`config.mk`:
```
export PLATFORM = sky130hd
export DESIGN_NAME = lsu_mem_if_flat
export DESIGN_NICKNAME = d
export VERILOG_FILES = /design/src/rtl/lsu_mem_if_pkg.sv /design/src/rtl/lsu_mem_if_if.sv /design/src/rtl/lsu_mem_if_align.sv /design/src/rtl/lsu_mem_if.sv /design/src/flat_wrapper.sv
export SDC_FILE = /design/constraint.sdc
export NUM_CORES = 1
export LEC_CHECK = 0
export ABC_AREA = 0
export CAP_MARGIN = 20
export CORE_ASPECT_RATIO = 0.7
export CORE_MARGIN = 10
export CORE_UTILIZATION = 45
export CTS_CLUSTER_DIAMETER = 60
export CTS_CLUSTER_SIZE = 28
export DETAILED_ROUTE_END_ITERATION = 7
export GPL_TIMING_DRIVEN = 0
export MAX_ROUTING_LAYER = met4
export PLACE_DENSITY_LB_ADDON = 0.15
export SLEW_MARGIN = 20
export SYNTH_ARGS = -nofsm -noshare
export SYNTH_HDL_FRONTEND = slang
export SYNTH_HIERARCHICAL = 1
export SYNTH_SLANG_ARGS = --single-unit
```
`constraint.sdc`:
```
create_clock -name clk -period 5.5 [get_ports clk]
set_input_delay 1.375 -clock clk [delete_from_list [all_inputs] [get_ports clk]]
set_output_delay 1.375 -clock clk [all_outputs]
set_load 0.01 [all_outputs]
```
`src/rtl/lsu_mem_if_pkg.sv`:
```
`default_nettype none
// ============================================================================
//  Module   : lsu_pkg
//  Purpose  : Shared encodings for the load/store unit: decoder RSel/WSel
//             codes, FSM state enum, access-size enum, byte-enable constants
//             and the decode helpers used by the LSU datapath.
//  Revision : 1.0  initial release
// ============================================================================
package lsu_pkg;

   // RSel load-size codes (match the decoder)
   localparam logic [2:0] LW_SEL  = 3'd0;
   localparam logic [2:0] LH_SEL  = 3'd1;
   localparam logic [2:0] LB_SEL  = 3'd2;
   localparam logic [2:0] LHU_SEL = 3'd3;
   localparam logic [2:0] LBU_SEL = 3'd4;

   // WSel store-size codes (match the decoder)
   localparam logic [1:0] SW_SEL = 2'd0;
   localparam logic [1:0] SH_SEL = 2'd1;
   localparam logic [1:0] SB_SEL = 2'd2;

   typedef enum logic [1:0] {
      IDLE = 2'd0,
      BUSY = 2'd1,
      DONE = 2'd2
   } lsu_state_e;

   typedef enum logic [1:0] {
      SZ_WORD = 2'd0,
      SZ_HALF = 2'd1,
      SZ_BYTE = 2'd2
   } acc_size_e;

   typedef struct packed {
      acc_size_e size;
      logic      sext;
   } acc_kind_t;

   localparam logic [3:0] BE_WORD    = 4'b1111;
   localparam logic [3:0] BE_HALF_LO = 4'b0011;
   localparam logic [3:0] BE_HALF_HI = 4'b1100;
   localparam logic [3:0] BE_BYTE    = 4'b0001;

   // Unknown RSel/WSel codes fall back to a plain word access.
   function automatic acc_kind_t decode_kind(input logic       mem_rw,
                                             input logic [2:0] rsel,
                                             input logic [1:0] wsel);
      acc_kind_t k;
      k.size = SZ_WORD;
      k.sext = 1'b0;
      if (mem_rw) begin
         case (wsel)
            SH_SEL:  k.size = SZ_HALF;
            SB_SEL:  k.size = SZ_BYTE;
            default: k.size = SZ_WORD;
         endcase
      end else begin
         case (rsel)
            LH_SEL:  begin k.size = SZ_HALF; k.sext = 1'b1; end
            LB_SEL:  begin k.size = SZ_BYTE; k.sext = 1'b1; end
            LHU_SEL: k.size = SZ_HALF;
            LBU_SEL: k.size = SZ_BYTE;
            default: k.size = SZ_WORD;
         endcase
      end
      return k;
   endfunction

   function automatic logic is_misaligned(input acc_size_e size, input logic [1:0] lo);
      case (size)
         SZ_HALF: return lo[0];
         SZ_WORD: return (lo != 2'b00);
         default: return 1'b0;
      endcase
   endfunction

endpackage
`default_nettype wire

```
`src/rtl/lsu_mem_if_if.sv`:
```
`default_nettype none
// ============================================================================
//  Module   : lsu_bus_if
//  Purpose  : Single-outstanding word bus between the LSU and data memory.
//  Ports    : bus_req/bus_we/bus_addr/bus_be/bus_wdata  master -> slave
//             bus_ack/bus_rdata                         slave  -> master
//  Revision : 1.0  initial release
// ============================================================================
interface lsu_bus_if;
   logic        bus_req;
   logic        bus_we;
   logic [31:0] bus_addr;
   logic [3:0]  bus_be;
   logic [31:0] bus_wdata;
   logic        bus_ack;
   logic [31:0] bus_rdata;

   modport master (
      output bus_req, bus_we, bus_addr, bus_be, bus_wdata,
      input  bus_ack, bus_rdata
   );

   modport slave (
      input  bus_req, bus_we, bus_addr, bus_be, bus_wdata,
      output bus_ack, bus_rdata
   );
endinterface
`default_nettype wire

```
`src/rtl/lsu_mem_if_align.sv`:
```
`default_nettype none
// ============================================================================
//  Module   : lsu_align
//  Purpose  : Combinational lane alignment for both directions.
//             Store side: byte enables + store-data replication.
//             Load side : lane extraction + sign/zero extension.
//  Ports    : st_*  store-side inputs/outputs (request-cycle values)
//             ld_*  load-side inputs/outputs (latched access + bus word)
//  Revision : 1.0  initial release
// ============================================================================
module lsu_align
   import lsu_pkg::*;
(
   input  acc_size_e   st_size,
   input  logic [1:0]  st_addr_lo,
   input  logic [31:0] st_wdata,
   output logic [3:0]  st_be,
   output logic [31:0] st_wdata_rep,
   input  acc_size_e   ld_size,
   input  logic        ld_sext,
   input  logic [1:0]  ld_addr_lo,
   input  logic [31:0] ld_word,
   output logic [31:0] ld_data
);

   logic [7:0]  w_byte;
   logic [15:0] w_half;

   always_comb begin
      st_be        = BE_WORD;
      st_wdata_rep = st_wdata;
      case (st_size)
         SZ_BYTE: begin
            st_be        = BE_BYTE << st_addr_lo;
            st_wdata_rep = {4{st_wdata[7:0]}};
         end
         SZ_HALF: begin
            // addr[0] is ignored here; the trap (if built) catches it earlier
            st_be        = st_addr_lo[1] ? BE_HALF_HI : BE_HALF_LO;
            st_wdata_rep = {2{st_wdata[15:0]}};
         end
         default: ;
      endcase
   end

   always_comb begin
      w_byte = ld_word[7:0];
      case (ld_addr_lo)
         2'd1:    w_byte = ld_word[15:8];
         2'd2:    w_byte = ld_word[23:16];
         2'd3:    w_byte = ld_word[31:24];
         default: w_byte = ld_word[7:0];
      endcase
      w_half = ld_addr_lo[1] ? ld_word[31:16] : ld_word[15:0];

      case (ld_size)
         SZ_BYTE: ld_data = {{24{ld_sext & w_byte[7]}}, w_byte};
         SZ_HALF: ld_data = {{16{ld_sext & w_half[15]}}, w_half};
         default: ld_data = ld_word;
      endcase
   end

endmodule
`default_nettype wire

```
`src/rtl/lsu_mem_if.sv`:
```
`default_nettype none
// ============================================================================
//  Module   : lsu_mem_if
//  Purpose  : Load/store unit: one outstanding word-bus access per memory
//             instruction, pipeline stall until ack/timeout/misalign, byte
//             enables, store-data replication and load extension.
//  Ports    : clk, rst                      clock, async active-high reset
//             req_valid/mem_rw/rsel/wsel    decoded memory request
//             addr/wdata                    ALU address, rs2 store data
//             stall                         freeze PC/pipeline
//             rdata/rdata_valid             extended load result
//             bus_err/misalign              one-cycle status pulses in DONE
//             bus                           lsu_bus_if.master
//  Config   : LSU_MISALIGN_TRAP_EN - trap misaligned H/W accesses instead of
//             issuing them with the low address bits ignored.
//  Revision : 1.0  initial release
// ============================================================================
module lsu_mem_if
   import lsu_pkg::*;
#(
   parameter int unsigned TIMEOUT_CYCLES = 255
) (
   input  logic        clk,
   input  logic        rst,
   input  logic        req_valid,
   input  logic        mem_rw,
   input  logic [2:0]  rsel,
   input  logic [1:0]  wsel,
   input  logic [31:0] addr,
   input  logic [31:0] wdata,
   output logic        stall,
   output logic [31:0] rdata,
   output logic        rdata_valid,
   output logic        bus_err,
   output logic        misalign,
   lsu_bus_if.master   bus
);

   localparam logic [1:0] C_S_IDLE  = IDLE;
   localparam logic [1:0] C_S_BUSY  = BUSY;
   localparam logic [1:0] C_S_DONE  = DONE;
   // counter value in the last permitted BUSY cycle
   localparam logic [7:0] C_TO_LAST = 8'(TIMEOUT_CYCLES - 1);

   logic [1:0]  r_state;
   logic [7:0]  r_cnt;
   acc_size_e   r_size;
   logic        r_sext;
   logic [1:0]  r_addr_lo;
   logic        r_bus_req;
   logic        r_bus_we;
   logic [31:0] r_bus_addr;
   logic [3:0]  r_bus_be;
   logic [31:0] r_bus_wdata;
   logic [31:0] r_rdata;
   logic        r_rdata_valid;
   logic        r_bus_err;
   logic        r_misalign;

   acc_kind_t   w_kind;
   logic        w_misal;
   logic [3:0]  w_st_be;
   logic [31:0] w_st_wdata;
   logic [31:0] w_ld_data;

   assign w_kind = decode_kind(mem_rw, rsel, wsel);

`ifdef LSU_MISALIGN_TRAP_EN
   assign w_misal = is_misaligned(w_kind.size, addr[1:0]);
`else
   assign w_misal = 1'b0;
`endif

   lsu_align u_align (
      .st_size      (w_kind.size),
      .st_addr_lo   (addr[1:0]),
      .st_wdata     (wdata),
      .st_be        (w_st_be),
      .st_wdata_rep (w_st_wdata),
      .ld_size      (r_size),
      .ld_sext      (r_sext),
      .ld_addr_lo   (r_addr_lo),
      .ld_word      (bus.bus_rdata),
      .ld_data      (w_ld_data)
   );

   always_ff @(posedge clk or posedge rst) begin
      if (rst) begin
         r_state       <= C_S_IDLE;
         r_cnt         <= 8'd0;
         r_size        <= SZ_WORD;
         r_sext        <= 1'b0;
         r_addr_lo     <= 2'b00;
         r_bus_req     <= 1'b0;
         r_bus_we      <= 1'b0;
         r_bus_addr    <= 32'd0;
         r_bus_be      <= 4'd0;
         r_bus_wdata   <= 32'd0;
         r_rdata       <= 32'd0;
         r_rdata_valid <= 1'b0;
         r_bus_err     <= 1'b0;
         r_misalign    <= 1'b0;
      end else begin
         r_rdata_valid <= 1'b0;
         r_bus_err     <= 1'b0;
         r_misalign    <= 1'b0;
         case (r_state)
            C_S_IDLE: begin
               if (req_valid) begin
                  r_size      <= w_kind.size;
                  r_sext      <= w_kind.sext;
                  r_addr_lo   <= addr[1:0];
                  r_bus_we    <= mem_rw;
                  r_bus_addr  <= {addr[31:2], 2'b00};
                  r_bus_be    <= mem_rw ? w_st_be : BE_WORD;
                  r_bus_wdata <= w_st_wdata;
                  r_cnt       <= 8'd0;
                  if (w_misal) begin
                     r_state    <= C_S_DONE;
                     r_misalign <= 1'b1;
                     r_rdata    <= 32'd0;
                  end else begin
                     r_state   <= C_S_BUSY;
                     r_bus_req <= 1'b1;
                  end
               end
            end
            C_S_BUSY: begin
               // ack is tested first so it wins over a simultaneous timeout
               if (bus.bus_ack) begin
                  r_state   <= C_S_DONE;
                  r_bus_req <= 1'b0;
                  if (!r_bus_we) begin
                     r_rdata       <= w_ld_data;
                     r_rdata_valid <= 1'b1;
                  end
               end else if (r_cnt == C_TO_LAST) begin
                  r_state   <= C_S_DONE;
                  r_bus_req <= 1'b0;
                  r_bus_err <= 1'b1;
                  r_rdata   <= 32'd0;
               end else begin
                  r_cnt <= r_cnt + 8'd1;
               end
            end
            C_S_DONE: r_state <= C_S_IDLE;
            default:  r_state <= C_S_IDLE;
         endcase
      end
   end

   // Request-cycle term is combinational so the core freezes immediately;
   // rst gating keeps stall low while the reset is held.
   assign stall = ~rst & (((r_state == C_S_IDLE) & req_valid) | (r_state == C_S_BUSY));

   assign rdata         = r_rdata;
   assign rdata_valid   = r_rdata_valid;
   assign bus_err       = r_bus_err;
   assign misalign      = r_misalign;
   assign bus.bus_req   = r_bus_req;
   assign bus.bus_we    = r_bus_we;
   assign bus.bus_addr  = r_bus_addr;
   assign bus.bus_be    = r_bus_be;
   assign bus.bus_wdata = r_bus_wdata;

endmodule
`default_nettype wire

```
`src/flat_wrapper.sv`:
```
// flat-port wrapper written by rule: the top's interface ports become plain ports
module lsu_mem_if_flat import lsu_pkg::*;
#(
   parameter int unsigned TIMEOUT_CYCLES = 255
)
  (clk, rst, req_valid, mem_rw, rsel, wsel, addr, wdata, stall, rdata, rdata_valid, bus_err, misalign, bus_bus_req, bus_bus_we, bus_bus_addr, bus_bus_be, bus_bus_wdata, bus_bus_ack, bus_bus_rdata);
  lsu_bus_if bus_i ();
  input  logic clk;
  input  logic rst;
  input  logic req_valid;
  input  logic mem_rw;
  input  logic [2:0] rsel;
  input  logic [1:0] wsel;
  input  logic [31:0] addr;
  input  logic [31:0] wdata;
  output logic stall;
  output logic [31:0] rdata;
  output logic rdata_valid;
  output logic bus_err;
  output logic misalign;
  output wire logic [$bits(bus_i.bus_req)-1:0] bus_bus_req;
  output wire logic [$bits(bus_i.bus_we)-1:0] bus_bus_we;
  output wire logic [$bits(bus_i.bus_addr)-1:0] bus_bus_addr;
  output wire logic [$bits(bus_i.bus_be)-1:0] bus_bus_be;
  output wire logic [$bits(bus_i.bus_wdata)-1:0] bus_bus_wdata;
  input wire logic [$bits(bus_i.bus_ack)-1:0] bus_bus_ack;
  input wire logic [$bits(bus_i.bus_rdata)-1:0] bus_bus_rdata;
  assign bus_bus_req = bus_i.bus_req;
  assign bus_bus_we = bus_i.bus_we;
  assign bus_bus_addr = bus_i.bus_addr;
  assign bus_bus_be = bus_i.bus_be;
  assign bus_bus_wdata = bus_i.bus_wdata;
  assign bus_i.bus_ack = bus_bus_ack;
  assign bus_i.bus_rdata = bus_bus_rdata;
  lsu_mem_if #(.TIMEOUT_CYCLES(TIMEOUT_CYCLES)) u_core (.clk(clk), .rst(rst), .req_valid(req_valid), .mem_rw(mem_rw), .rsel(rsel), .wsel(wsel), .addr(addr), .wdata(wdata), .stall(stall), .rdata(rdata), .rdata_valid(rdata_valid), .bus_err(bus_err), .misalign(misalign), .bus(bus_i));
endmodule
```
# == Word level (Yosys, flattened, before mapping) ==
# Index checks and enable logic that the tools add are counted.
# word_totals
word_cells,85
reg_bits,117
input_bits,106
out_inout_bits,106
# classes
n_eq_ne,20
bitwise_logic,6
n_shift,1
add_sub_neg,1
n_mux,33
reduce_logical,11
# ops
op,count
$pmux 32 s2,2
$mux 32,3
$mux 8,3
$pmux 8 s3,1
$mux 16,1
$pmux 8 s2,1
$pmux 2 s2,3
$mux 1,11
$eq 2x1->1 const B,5
$eq 2x2->1 const B,5
$add 8x1->8 const B,1
$eq 8x8->1 const B,1
$mux 2,4
$mux 4,2
$ne 2x2->1 const B,4
$pmux 4 s2,1
$eq 3x2->1 const B,2
$reduce_and 3->1,2
$reduce_or 2->1,3
$and 1x1->1,4
$reduce_and 2->1,2
$reduce_and 4->1,1
$reduce_bool 2->1,2
$shl 1x2->4 const A,1
7 further kinds,7

# == Longest topological paths before layout ==
# Gate-level depths: netlist of the first run.
# depth
ltp_word,7
depth_mapped,11
mapped_depth_nobuf,9

# == Modules after synthesis ==
# Netlist of the first run, hierarchy kept.
# modules_own_cells
module,area_per_inst_um2,cells_each,instances,seq_area_each_um2
lsu_mem_if,4549.4,451,1,2927.8
lsu_align,1249.9,201,1,0.0

# == Least setup slack after synthesis of the first run ==
# OpenSTA, ideal clock, no wires.
# synth_timing
kind,input to register
from,input port mem_rw
to,register u_core.r_bus_wdata[10] (netlist: u_core/bus.bus_wdata[10])
setup_time_ns,0.117
path_buffers,3
path_slack_ns,2.221
path_stages,11
arrival_ns,3.162
required_ns,5.383
path_cell_list,clkbuf_1 nand2b_1 o21ai_0 inv_1 ha_1 clkbuf_1 or2_2 clkbuf_1 a22o_1 nand2_1 nand2_1
# synth_rtl
item,line_no,source
start: declaration,flat_wrapper.sv:11,input logic mem_rw;
end signal: assignment,lsu_mem_if.sv:116,r_bus_wdata <= w_st_wdata;
end: declaration,lsu_mem_if.sv:54,logic [31:0] r_bus_wdata;

# == Final worst setup path of the first run ==
# layout_timing
from,input port rst
to,output port stall
# layout_between
elab_chain_len,2
# layout_rtl
item,line_no,source
start: declaration,flat_wrapper.sv:9,input logic rst;
$not 1->1,lsu_mem_if.sv:154,assign stall = ~rst & (((r_state == C_S_IDLE) & req_valid) | (r_state == C_S_BUSY));
$and 1x1->1,lsu_mem_if.sv:154,
end: declaration,flat_wrapper.sv:16,output logic stall;
# No other way between the ends.

==> implementation parameters, run 1 <==
Parameter                              Value

Run status
  Result of the run ... finished clean

Clocking
  Clock latency reported for the late side of the worst-skew pair ... 0.41 ns
  TritonCTS clock tree ... done
  Root buffer selected by CTS ... clkbuf_16
  Post-CTS clock slew at the launch and capture registers of the worst setup and hold paths ... 0.06 ns
  Total clock buffers created by CTS ... 17
  Largest buffer count on any clock path ... 2
  Number of hold buffers added after CTS ... 0
  Number of resized instances in the post-cts repair step ... 0
  Buffers inserted during post-CTS setup optimization ... 0
  # clock sinks ... roughly 120
  CTS H-Tree Depth ... 4

Critical path
  Endpoint class of the critical path ... output pin
  Critical Path Most Common Cell ... clkdlybuf4s50_1
  Number of logic stages on the critical path including buffering ... 3
  Launch instance of the worst register-to-register path ... u_core/r_size[0]
  Buffer and inverter count on the worst path ... 2
  Critical Path Slowest Stage Cell ... clkdlybuf4s50_1
  Startpoint type of the worst setup path ... input port
  Depth of the worst register-to-register path ... 8
  Worst setup path endpoint ... stall
  Worst endpoint required time ... about 4.1 ns
  Worst setup startpoint ... rst
  Cell type group with the largest total delay on the critical path ... buffers and inverters
  Setup slack on the worst flop-to-flop path ... 3.44 ns
  Worst r2r dst ... u_core/rdata[23]
  Largest stage delay, worst path ... 0.57 ns
  Type of the setup path with the least slack ... input port to output pin
  Series of cell instances along the critical path ... clkdlybuf4s50_1 -> nor3_1 -> clkdlybuf4s50_1
  Endpoint arrival time on the critical path ... about 2.6 ns
  Worst-path maximum fanout ... 2

Timing
  Unrepaired setup endpoints after global routing ... no
  Fmax achieved ... 249 MHz
  Period minus WS final ... between 4 and 5 ns
  Setup violations, final ... 0
  Number of slew-limit violations in the final report ... 0
  Final hold viol count ... 0
  Largest clock skew in the final design ... 0.00935 ns
  Transition time at the pin with the least slew margin ... 0.665 ns
  Worst slew margin ... 55.6%
  Period utilization ... 72.9%

GRT
  Remaining global-route overflow ... 0
  Largest net degree at the start of global routing ... 78
  Initial antenna violation count ... 0
  First-pass GRT wire length ... 30700 um
  Vias in the first global route ... 5567
  GRT Resource Usage Total ... 22.5%

Die
  Starting density of the core ... about 46%
  Total Die Area ... between 15000 and 20000 sq um
  Width of the die ... between 150 and 200 um
  Vert. Die Dim ... approximately 110 um
  Standard-cell row count ... 34
  Core region area ... 12500 sq um
  Ports placed on the boundary ... approximately 210

Power
  Fraction of power spent switching nets ... 36.9%
  Max IR drop VDD ... 329 uV
  Clock share of power ... 23.9%
  Cell area power density ... approximately 570 nW/um^2
  Cell internal power dissipation ... 3.16 mW
  Register share of total power ... between 20% and 30%
  NetSw ... ~1.8 mW
  Static leakage ... 4.09 nW
  Overall power after layout ... approximately 5 mW
  Proportion of power drawn by combinational gates ... 46.9%

Drt
  Vias per cell ... 5.21
  Met2 wire length ... 8850 um
  Vias ... between 5000 and 6000
  Total met3 wirelength after detailed routing ... 1800 um
  Antenna-violating nets left ... 0
  Detailed-route wire length ... 19800 um
  Mean routed wirelength per cell ... 18.7 um
  Top Metal Used ... met4
  Detailed Routing Iterations Pass 1 ... 5
  DR DRC count ... 0
  Iteration-0 DRC Markers ... 544
  M1 wire length ... 8930 um

Run
  Number of max-cap violations ... 0

Yosys
  Share of flip-flops with an asynchronous set or reset ... between 90% and 100%
  Seq cells post-synth ... 117
  Most used flip-flop cell after synthesis ... dfrtp_1
  Cell Area, Synth ... 5800 sq um
  Count of flip-flops with a built-in enable after synthesis ... 0
  Synth warn ... 6
  Gate count of the mapped netlist ... 652
  Count of different cell masters after synthesis ... 53
  Avg Cell Area, Syn ... 8.89 sq um
  Sequential element share of the synthesized area ... 50.5%

Placed design
  Estimated wirelength of the detail-placed design ... 15300 um
  Cell area reported after detailed placement ... 8110 sq um
  Final weighted congestion of routability-driven global placement ... 0.912
  Port Buf Inserts ... 207

Finish
  Design Area, Final ... 8760 sq um
  Share of layout cells above drive strength 1 ... between 10% and 20%
  Most frequent standard cell in the layout excluding fill and tap cells ... nand2_1
  Net count reported at finish ... 993
  Post-synthesis to final-layout area growth ... 51.0%
  Top library cells by usage in the layout, fill and taps aside ... 248 x nand2_1, 207 x clkdlybuf4s50_1, 117 x dfrtp_1
  Final core utilization ... a little over two thirds
  Final antenna diode count ... 0

Min path
  Path category of the worst min-delay check ... flop to flop
  Critical hold path startpoint ... u_core/bus.bus_wdata[14]
state kept, by name, indices dropped and copies added, names as in the netlist, 2 cells and up:
signal,flops
u_core/r_size,2
u_core/r_addr_lo,2
u_core/rdata,32
u_core/bus.bus_addr,30
u_core/bus.bus_be,4
u_core/bus.bus_wdata,32
u_core/r_cnt,8
u_core/r_state,2
layer usage:
metal | vias to the layer above | global-route usage, %
met2 | 220 | 32.4
met4 | 0 | 6.03
met5 | - | -
met1 | 2625 | 29.8
met3 | 17 | 7.28
li1 | 2641 | -
worst min path at each step:
stage / endpoint / depth (start not counted) / slack [ns]
floorplan: u_core/r_cnt[7] / 1 / 0.45
global placement: u_core/bus.bus_addr[28] / 2 / 0.46
detailed placement: u_core/bus.bus_wdata[0] / 2 / 0.46
CTS: u_core/bus.bus_wdata[0] / 2 / 0.47
global route: u_core/bus.bus_wdata[25] / 2 / 0.48
finish: u_core/bus.bus_wdata[14] / 2 / 0.47
area by class of cell:
cell class / count / area [sq um]
sequential: 117 / 2930
inverter: 15 / 61.3
fill: 982 / 3750
clock inverter: 13 / 199
timing repair buffer: 208 / 2100
clock buffer: 19 / 443
buffer: 55 / 295
tap: 162 / 203
multi-input combinational: 467 / 2530
cells by family (layout without fill, tap and decap cells):
logic type	count (synthesis)	after routing	share of synthesized area, %
other	1	3	0.0647
XOR/XNOR	3	3	0.453
AO/OA/AOI/OAI	143	143	17.7
multiplexers	13	13	2.61
AND/OR/NAND/NOR	299	299	21.3
adder cells (fa/ha/maj)	6	6	1.29
buffers and inverters	70	310	6.06
flip-flops	117	117	50.5
Yosys cell counts (6+ instances only):
master,instances,area share (%)
nand2_1,248,16
dfrtp_1,117,50
a22o_1,40,6.0
clkbuf_1,26,1.7
a21oi_1,25,2.2
o21ai_0,23,2.0
a22oi_1,15,1.9
inv_1,14,0.91
buf_2,13,1.1
nor2b_1,13,1.4
a21oi_2,11,1.7
buf_4,11,1.4
nor2_1,11,0.71
mux2_2,9,1.7
a31oi_1,7,0.76
o2bb2ai_1,7,1.1
ha_1,6,1.3
nand2b_1,6,0.65
power by group through the flow:
| stage | Sequential, mW | Combinational [mW] | Clock, mW |
|---|---|---|---|
| 6_report | 1.46 | 2.35 | 1.20 |
| 3_5_place_dp | 1.47 | 2.33 | 0 |
| 4_1_cts | 1.47 | 2.35 | 1.22 |
| 5_1_grt | 1.52 | 2.55 | 1.26 |
| 2_1_floorplan | 1.60 | 1.05 | 0 |
| 3_3_place_gp | 1.45 | 2.30 | 0 |
per-stage QoR:
stage | hold slack [ns] | setup TNS, ns | instances | worst slack, ns
floorplan | 0.451 | 0 | 654 | 1.02
global placement | 0.458 | -77.76 | 1023 | -0.679
detailed placement | 0.461 | 0 | 1024 | 1.50
CTS | 0.475 | 0 | 1056 | 1.49
global route | 0.485 | 0 | 1056 | 1.37
finish | 0.473 | 0 | 1056 | 1.49
worst min-delay path, stage by stage (launching register included):
cell and delay [ns]:
dfrtp_1 0.34, nand2_1 0.05, nand2_1 0.05
Power figures use the tool's default switching activity.
==> run 2: changes to the inputs <==
CORE_UTILIZATION = 41   (was 45)
clock period = 3.5 ns   (was 5.5 ns; I/O delays follow)
==> implementation parameters, run 2 (same netlist as run 1, synthesis figures left out) <==
Parameter                              Value

Finish
  Area taken by flip-flops and latches ... 2930 sq um (unchanged)
  Most frequent standard cell in the layout excluding fill and tap cells ... nand2_1
  Non-filler instance count after layout ... 1085 (+2.7%)
  Post-synthesis to final-layout area growth ... 51.1% (about the same)
  Filler instances ... 1182 (+20%)
  Top library cells by usage in the layout, fill and taps aside ... 248 x nand2_1, 207 x clkdlybuf4s50_1, 117 x dfrtp_1
  Final antenna diode count ... 0 (unchanged)
  Net count reported at finish ... 995 (+0.20%)
  Area occupied by multi-input gates ... 2530 sq um (unchanged)
  Share of layout cells above drive strength 1 ... 10.5% (+0.21 points)

GRT
  Largest net degree at the start of global routing ... 36 (-54%)
  Remaining global-route overflow ... 0 (unchanged)
  Initial antenna violation count ... 0 (unchanged)
  First-pass GRT wire length ... 32000 um (+4.2%)
  GRT Resource Usage Total ... 21.5% (-0.98 points)
  Vias in the first global route ... 5767 (+3.6%)

Placed design
  Estimated wirelength of the detail-placed design ... 15800 um (+3.3%)
  Port Buf Inserts ... 207 (unchanged)
  Final weighted congestion of routability-driven global placement ... 0.923 (+1.2%)
  Total placed cells including tap cells ... 1054 (+2.9%)
  Worst slack at placement ... -0.0129 ns (-1.51 ns)

Power
  Overall power after layout ... 7.71 mW (+54%)
  Max IR drop VDD ... 470 uV (+43%)
  Cell area power density ... 880 nW/um^2 (+54%)
  Static leakage ... 4.07 nW (-0.52%)

Timing
  Setup violations, final ... 0 (unchanged)
  Period minus WS final ... 3.10 ns
  Final hold viol count ... 0 (unchanged)
  Period utilization ... 88.6%
  Smallest setup slack after layout ... 0.400 ns (-1.09 ns)
  Fmax achieved ... 323 MHz
  Unrepaired setup endpoints after global routing ... no
  Tightest hold margin ... 0.476 ns (+0.00208 ns)
  Worst slew margin ... 55.5% (-0.12 points)
  Number of slew-limit violations in the final report ... 0 (unchanged)
  Transition time at the pin with the least slew margin ... 0.667 ns (+0.00180 ns)
  Largest clock skew in the final design ... 0.0120 ns (+0.00266 ns)

Min path
  Critical hold path startpoint ... u_core/bus.bus_wdata[29]
  Min-Delay Endpoint ... u_core/bus.bus_wdata[29]
  Path category of the worst min-delay check ... flop to flop
  WHS Path Cells ... 2 (unchanged)

Critical path
  Setup slack on the worst flop-to-flop path ... 1.44 ns (-2.00 ns)
  Series of cell instances along the critical path ... clkdlybuf4s50_1 -> xnor2_1 -> o31ai_1 -> ha_1 -> clkbuf_1 -> or2_2 -> clkbuf_1 -> a22o_1 -> nand2_1 -> nand2_1
  Worst endpoint required time ... 3.79 ns (-0.33 ns)
  Buffer and inverter count on the worst path ... 3 (+1)
  Endpoint class of the critical path ... flop
  Launch instance of the worst register-to-register path ... u_core/r_size[0]
  Worst r2r dst ... u_core/rdata[24]
  Worst-path maximum fanout ... 10 (+8)
  Critical Path Slowest Stage Cell ... clkdlybuf4s50_1
  Endpoint arrival time on the critical path ... 3.39 ns (+0.75 ns)
  Startpoint type of the worst setup path ... input port
  Depth of the worst register-to-register path ... 8 (unchanged)
  Type of the setup path with the least slack ... input port to flop
  Cell type group with the largest total delay on the critical path ... buffers and inverters
  Largest stage delay, worst path ... 0.46 ns (-0.11 ns)

Drt
  Antenna-violating nets left ... 0 (unchanged)
  Iteration-0 DRC Markers ... 366 (-33%)
  DR DRC count ... 0 (unchanged)
  Mean routed wirelength per cell ... 18.7 um (about the same)
  Vias per cell ... 5.12 (-1.8%)
  Detailed-route wire length ... 20300 um (+2.8%)
  Vias ... 5553 (+0.91%)
  Detailed Routing Iterations Pass 1 ... 7 (+2)

Die
  Core region area ... 13900 sq um (+11%)
  Standard-cell row count ... 36 (+5.9%)
  Width of the die ... 162 um (+4.2%)
  Starting density of the core ... 41.8% (-4.6 points)
  Vert. Die Dim ... 120 um (+3.9%)
  Total Die Area ... 19400 sq um (+8.3%)
  Ports placed on the boundary ... 212 (unchanged)

Clocking
  Number of resized instances in the post-cts repair step ... 0 (unchanged)
  Clock latency reported for the late side of the worst-skew pair ... 0.40 ns (about the same)
  Largest buffer count on any clock path ... 2 (unchanged)
  Buffers inserted during post-CTS setup optimization ... 0 (unchanged)
  CTS H-Tree Depth ... 4 (unchanged)
  Total clock buffers created by CTS ... 17 (unchanged)
  TritonCTS clock tree ... done
  Root buffer selected by CTS ... clkbuf_16
  Number of hold buffers added after CTS ... 0 (unchanged)
  # clock sinks ... 117 (unchanged)
  Post-CTS clock slew at the launch and capture registers of the worst setup and hold paths ... 0.06 ns (about the same)

Run
  Number of max-cap violations ... 0 (unchanged)

Run status
  Result of the run ... finished clean
run 2: stage by stage:
stage	setup TNS [ns]	util, %	cell area, sq um
detailed placement	-0.0283	59.0	8180
global route	0	63.2	8760
CTS	0	63.2	8760
global placement	0	58.5	8120
floorplan	0	-	5810
finish	0	63.2	8760
run 2: per-layer routing:
| layer | vias to the layer above | wire length (um) | track usage (%) |
|---|---|---|---|
| li1 | 2640 | - | - |
| met2 | 239 | 9110 | 31.8 |
| met5 | - | 0 | - |
| met3 | 19 | 1940 | 8.09 |
| met1 | 2655 | 9080 | 27.2 |
| met4 | 0 | 210 | 5.39 |
run 2: worst register-to-register path, cell delays in order, from the launching register on:
cell	delay, ns
dfrtp_1	0.37
inv_1	0.05
ha_1	0.26
buf_2	0.17
nand2b_1	0.12
buf_1	0.31
buf_2	0.34
a21oi_2	0.11
a22o_1	0.21
run 2: worst max-delay path by stage:
stage                               endpoint  depth (start not counted)  startpoint  slack, ns
floorplan           u_core/bus.bus_wdata[10]                         11      mem_rw       0.72
global placement     u_core/bus.bus_wdata[8]                         10     rsel[1]       0.02
detailed placement   u_core/bus.bus_wdata[8]                         10     rsel[1]      -0.01
CTS                  u_core/bus.bus_wdata[8]                         10     rsel[1]       0.41
global route         u_core/bus.bus_wdata[9]                         10     rsel[2]       0.26
finish               u_core/bus.bus_wdata[8]                         10     rsel[1]       0.40
run 2: layout make-up:
class,instances,share of cell area [%]
multi-input combinational,467,28.8
timing repair buffer,210,24.3
sequential,117,33.4
clock buffer,19,5.17
inverter,15,0.685
buffer,55,3.37
tap,190,2.71
clock inverter,12,1.48
run 2: report_power, final:
part	internal (mW)	switching [mW]
Combinational	1.81	1.89
Clock	1.08	0.626
Sequential	1.93	0.373
Total	4.82	2.89
==> run 3: changes to the inputs <==
CORE_UTILIZATION = 44   (was 41)
SLEW_MARGIN = 40   (was 20)
SYNTH_HIERARCHICAL = unset   (was 1)
clock period = 3.4 ns   (was 3.5 ns; I/O delays follow)
==> implementation parameters, run 3 <==
Parameter                              Value

Power
  Static leakage ... 3.68 nW (-9.7%)
  Cell area power density ... 837 nW/um^2 (-4.9%)
  Max IR drop VDD ... 497 uV (+5.6%)

Min path
  Path category of the worst min-delay check ... flop to flop

Die
  Ports placed on the boundary ... 212 (unchanged)
  Total Die Area ... 17100 sq um (-12%)
  Starting density of the core ... 45.4% (+3.6 points)
  Core region area ... 11800 sq um (-15%)
  Width of the die ... 152 um (-6.3%)
  Vert. Die Dim ... 112 um (-6.0%)
  Standard-cell row count ... 33 (-8.3%)

Clocking
  Buffers inserted during post-CTS setup optimization ... 0 (unchanged)
  Largest buffer count on any clock path ... 2 (unchanged)
  Number of resized instances in the post-cts repair step ... 0 (unchanged)
  Number of hold buffers added after CTS ... 0 (unchanged)
  CTS H-Tree Depth ... 4 (unchanged)
  TritonCTS clock tree ... done
  Total clock buffers created by CTS ... 17 (unchanged)
  Post-CTS clock slew at the launch and capture registers of the worst setup and hold paths ... 0.05 ns (about the same)
  Root buffer selected by CTS ... clkbuf_16
  # clock sinks ... 117 (unchanged)
  Clock latency reported for the late side of the worst-skew pair ... 0.41 ns (about the same)

Yosys
  Most used flip-flop cell after synthesis ... dfrtp_1
  Share of flip-flops with an asynchronous set or reset ... 100% (unchanged)
  Synth top area share ... 54.6% (+4.1 points)
  Cells taking the most area after synthesis ... dfrtp_1 55%, nand2_1 11%, nor2_1 4.2%, a221o_1 4.1%, a21oi_1 3.3%
  Seq cells post-synth ... 117 (unchanged)
  Synth warn ... 0 (-6)
  Most numerous cell in the Yosys netlist ... nand2_1
  Cell Area, Synth ... 5360 sq um (-7.6%)
  Area leader, netlist ... dfrtp_1
  Sequential element share of the synthesized area ... 54.6% (+4.1 points)
  Synth top cells by count ... 150 x nand2_1, 117 x dfrtp_1, 60 x nor2_1
  Count of different cell masters after synthesis ... 45 (-15%)
  Count of flip-flops with a built-in enable after synthesis ... 0 (unchanged)
  Gate count of the mapped netlist ... 571 (-12%)
  Avg Cell Area, Syn ... 9.39 sq um (+5.6%)

Drt
  DR DRC count ... 0 (unchanged)
  Vias ... 5185 (-6.6%)
  Antenna-violating nets left ... 0 (unchanged)
  Detailed-route wire length ... 18500 um (-8.9%)
  Mean routed wirelength per cell ... 19.0 um (+1.4%)
  Iteration-0 DRC Markers ... 368 (+0.55%)
  Vias per cell ... 5.32 (+3.9%)
  Detailed Routing Iterations Pass 1 ... 5 (-2)

GRT
  Remaining global-route overflow ... 0 (unchanged)
  Initial antenna violation count ... 0 (unchanged)
  First-pass GRT wire length ... 29800 um (-7.0%)
  GRT Resource Usage Total ... 22.2% (+0.74 points)
  Vias in the first global route ... 5465 (-5.2%)
  Largest net degree at the start of global routing ... 27 (-25%)

Timing
  Period minus WS final ... 2.98 ns
  Largest clock skew in the final design ... 0.00994 ns (-0.00206 ns)
  Sum of negative setup slack ... 0 ns (unchanged)
  Unrepaired setup endpoints after global routing ... no
  Tightest hold margin ... 0.472 ns (-0.00364 ns)
  Period utilization ... 87.5%
  Number of slew-limit violations in the final report ... 0 (unchanged)
  Transition time at the pin with the least slew margin ... 0.714 ns (+0.0470 ns)
  Setup violations, final ... 0 (unchanged)
  Fmax achieved ... 336 MHz
  Final hold viol count ... 0 (unchanged)
  Worst slew margin ... 51.9% (-3.5 points)

Finish
  Net count reported at finish ... 917 (-7.8%)
  Top library cells by usage in the layout, fill and taps aside ... 208 x clkdlybuf4s50_1, 150 x nand2_1, 117 x dfrtp_1
  Non-filler instance count after layout ... 975 (-10%)
  Design Area, Final ... 8400 sq um (-4.2%)
  Post-synthesis to final-layout area growth ... 56.6%
  Share of layout cells above drive strength 1 ... 6.72% (-3.8 points)
  Most frequent standard cell in the layout excluding fill and tap cells ... clkdlybuf4s50_1
  Filler instances ... 914 (-23%)
  Final antenna diode count ... 0 (unchanged)
  Final core utilization ... 71.1% (+7.9 points)

Run status
  Result of the run ... finished clean

Placed design
  Final weighted congestion of routability-driven global placement ... 0.923 (about the same)
  Total placed cells including tap cells ... 943 (-11%)
  Estimated wirelength of the detail-placed design ... 14400 um (-9.1%)
  Cell area reported after detailed placement ... 7770 sq um (-5.0%)
  Port Buf Inserts ... 208 (+0.48%)

Critical path
  Startpoint type of the worst setup path ... input port
  Endpoint class of the critical path ... output pin
  Worst endpoint required time ... 2.55 ns (-1.24 ns)
  Endpoint arrival time on the critical path ... 2.13 ns (-1.26 ns)
  Worst-path maximum fanout ... 3 (-7)
  Type of the setup path with the least slack ... input port to output pin

Run
  Number of max-cap violations ... 0 (unchanged)
## run 3: cell types whose count changed after synthesis, sizes merged, moves of 8 or more
cell	delta
nand2	-98
nor2	+48
a22o	-40
a221o	+21
buf	-17
nor2b	-12
o211ai	+11
a221oi	+9
a32o	+8
## run 3: cells by family after synthesis
kind of cell | Yosys count | synth area share, %
AOI/OAI and AO/OA | 127 | 17.2
xor gates and xnor gates | 6 | 0.980
adders and majority gates | 6 | 1.40
buffers and inverters | 55 | 4.15
DFF | 117 | 54.6
muxes | 11 | 2.26
other | 1 | 0.0699
and+or+nand+nor | 248 | 19.3
## run 3: stage by stage
step           worst slack [ns]  power, mW
3_5_place_dp             0.0746       5.16
3_3_place_gp             0.0100       5.05
4_1_cts                   0.413       7.08
6_report                  0.424       7.03
5_1_grt                   0.262       7.45
2_1_floorplan             0.995       3.52
## run 3: power by group
part / internal (mW) / total, mW / leakage (nW) / switching [mW]
combinational: 1.51 / 2.86 / 1.93 / 1.36
clock: 1.24 / 1.88 / 0.303 / 0.637
sequential: 1.95 / 2.29 / 1.44 / 0.334
total: 4.70 / 7.03 / 3.68 / 2.33
## run 3: per-layer routing
metal  global-route usage, %  share of wire, %  vias up
li1                        -                 -     2438
met1                    29.2                46     2475
met2                    32.4                44      243
met3                    7.02               7.6       29
met4                    6.08               1.8        0
met5                       -                 0        -
## run 3: worst max-delay path: stages
cell and delay (ns):
clkdlybuf4s50_1 0.50, nor2_1 0.05, nor3_1 0.14, clkdlybuf4s50_1 0.59
## run 3: cell type report
class / instances / area, sq um / share of cell area [%]
Timing Repair Buffer: 213 / 2200 / 26.3
Buffer: 40 / 166 / 1.98
Inverter: 15 / 60.1 / 0.715
Tap cell: 157 / 196 / 2.34
Multi-Input combinational cell: 401 / 2220 / 26.4
Clock buffer: 19 / 443 / 5.27
Clock inverter: 13 / 181 / 2.16
Sequential cell: 117 / 2930 / 34.9
## run 3: path summary, 6_finish.rpt
kind | from | end | slack [ns] | cells after the start
setup reg to reg | u_core.r_state[1] | u_core.bus.bus_addr[12] | 1.09 | 7
hold / removal | u_core.bus.bus_wdata[6] | u_core.bus.bus_wdata[6] | 0.47 | 2
min in group asynchronous | rst | u_core.bus.bus_addr[2] | 0.82 | 2
hold reg to reg | u_core.bus.bus_wdata[6] | u_core.bus.bus_wdata[6] | 0.47 | 2
max in group asynchronous | rst | u_core.bus.bus_addr[31] | 1.79 | 5
setup / recovery | req_valid | stall | 0.42 | 4
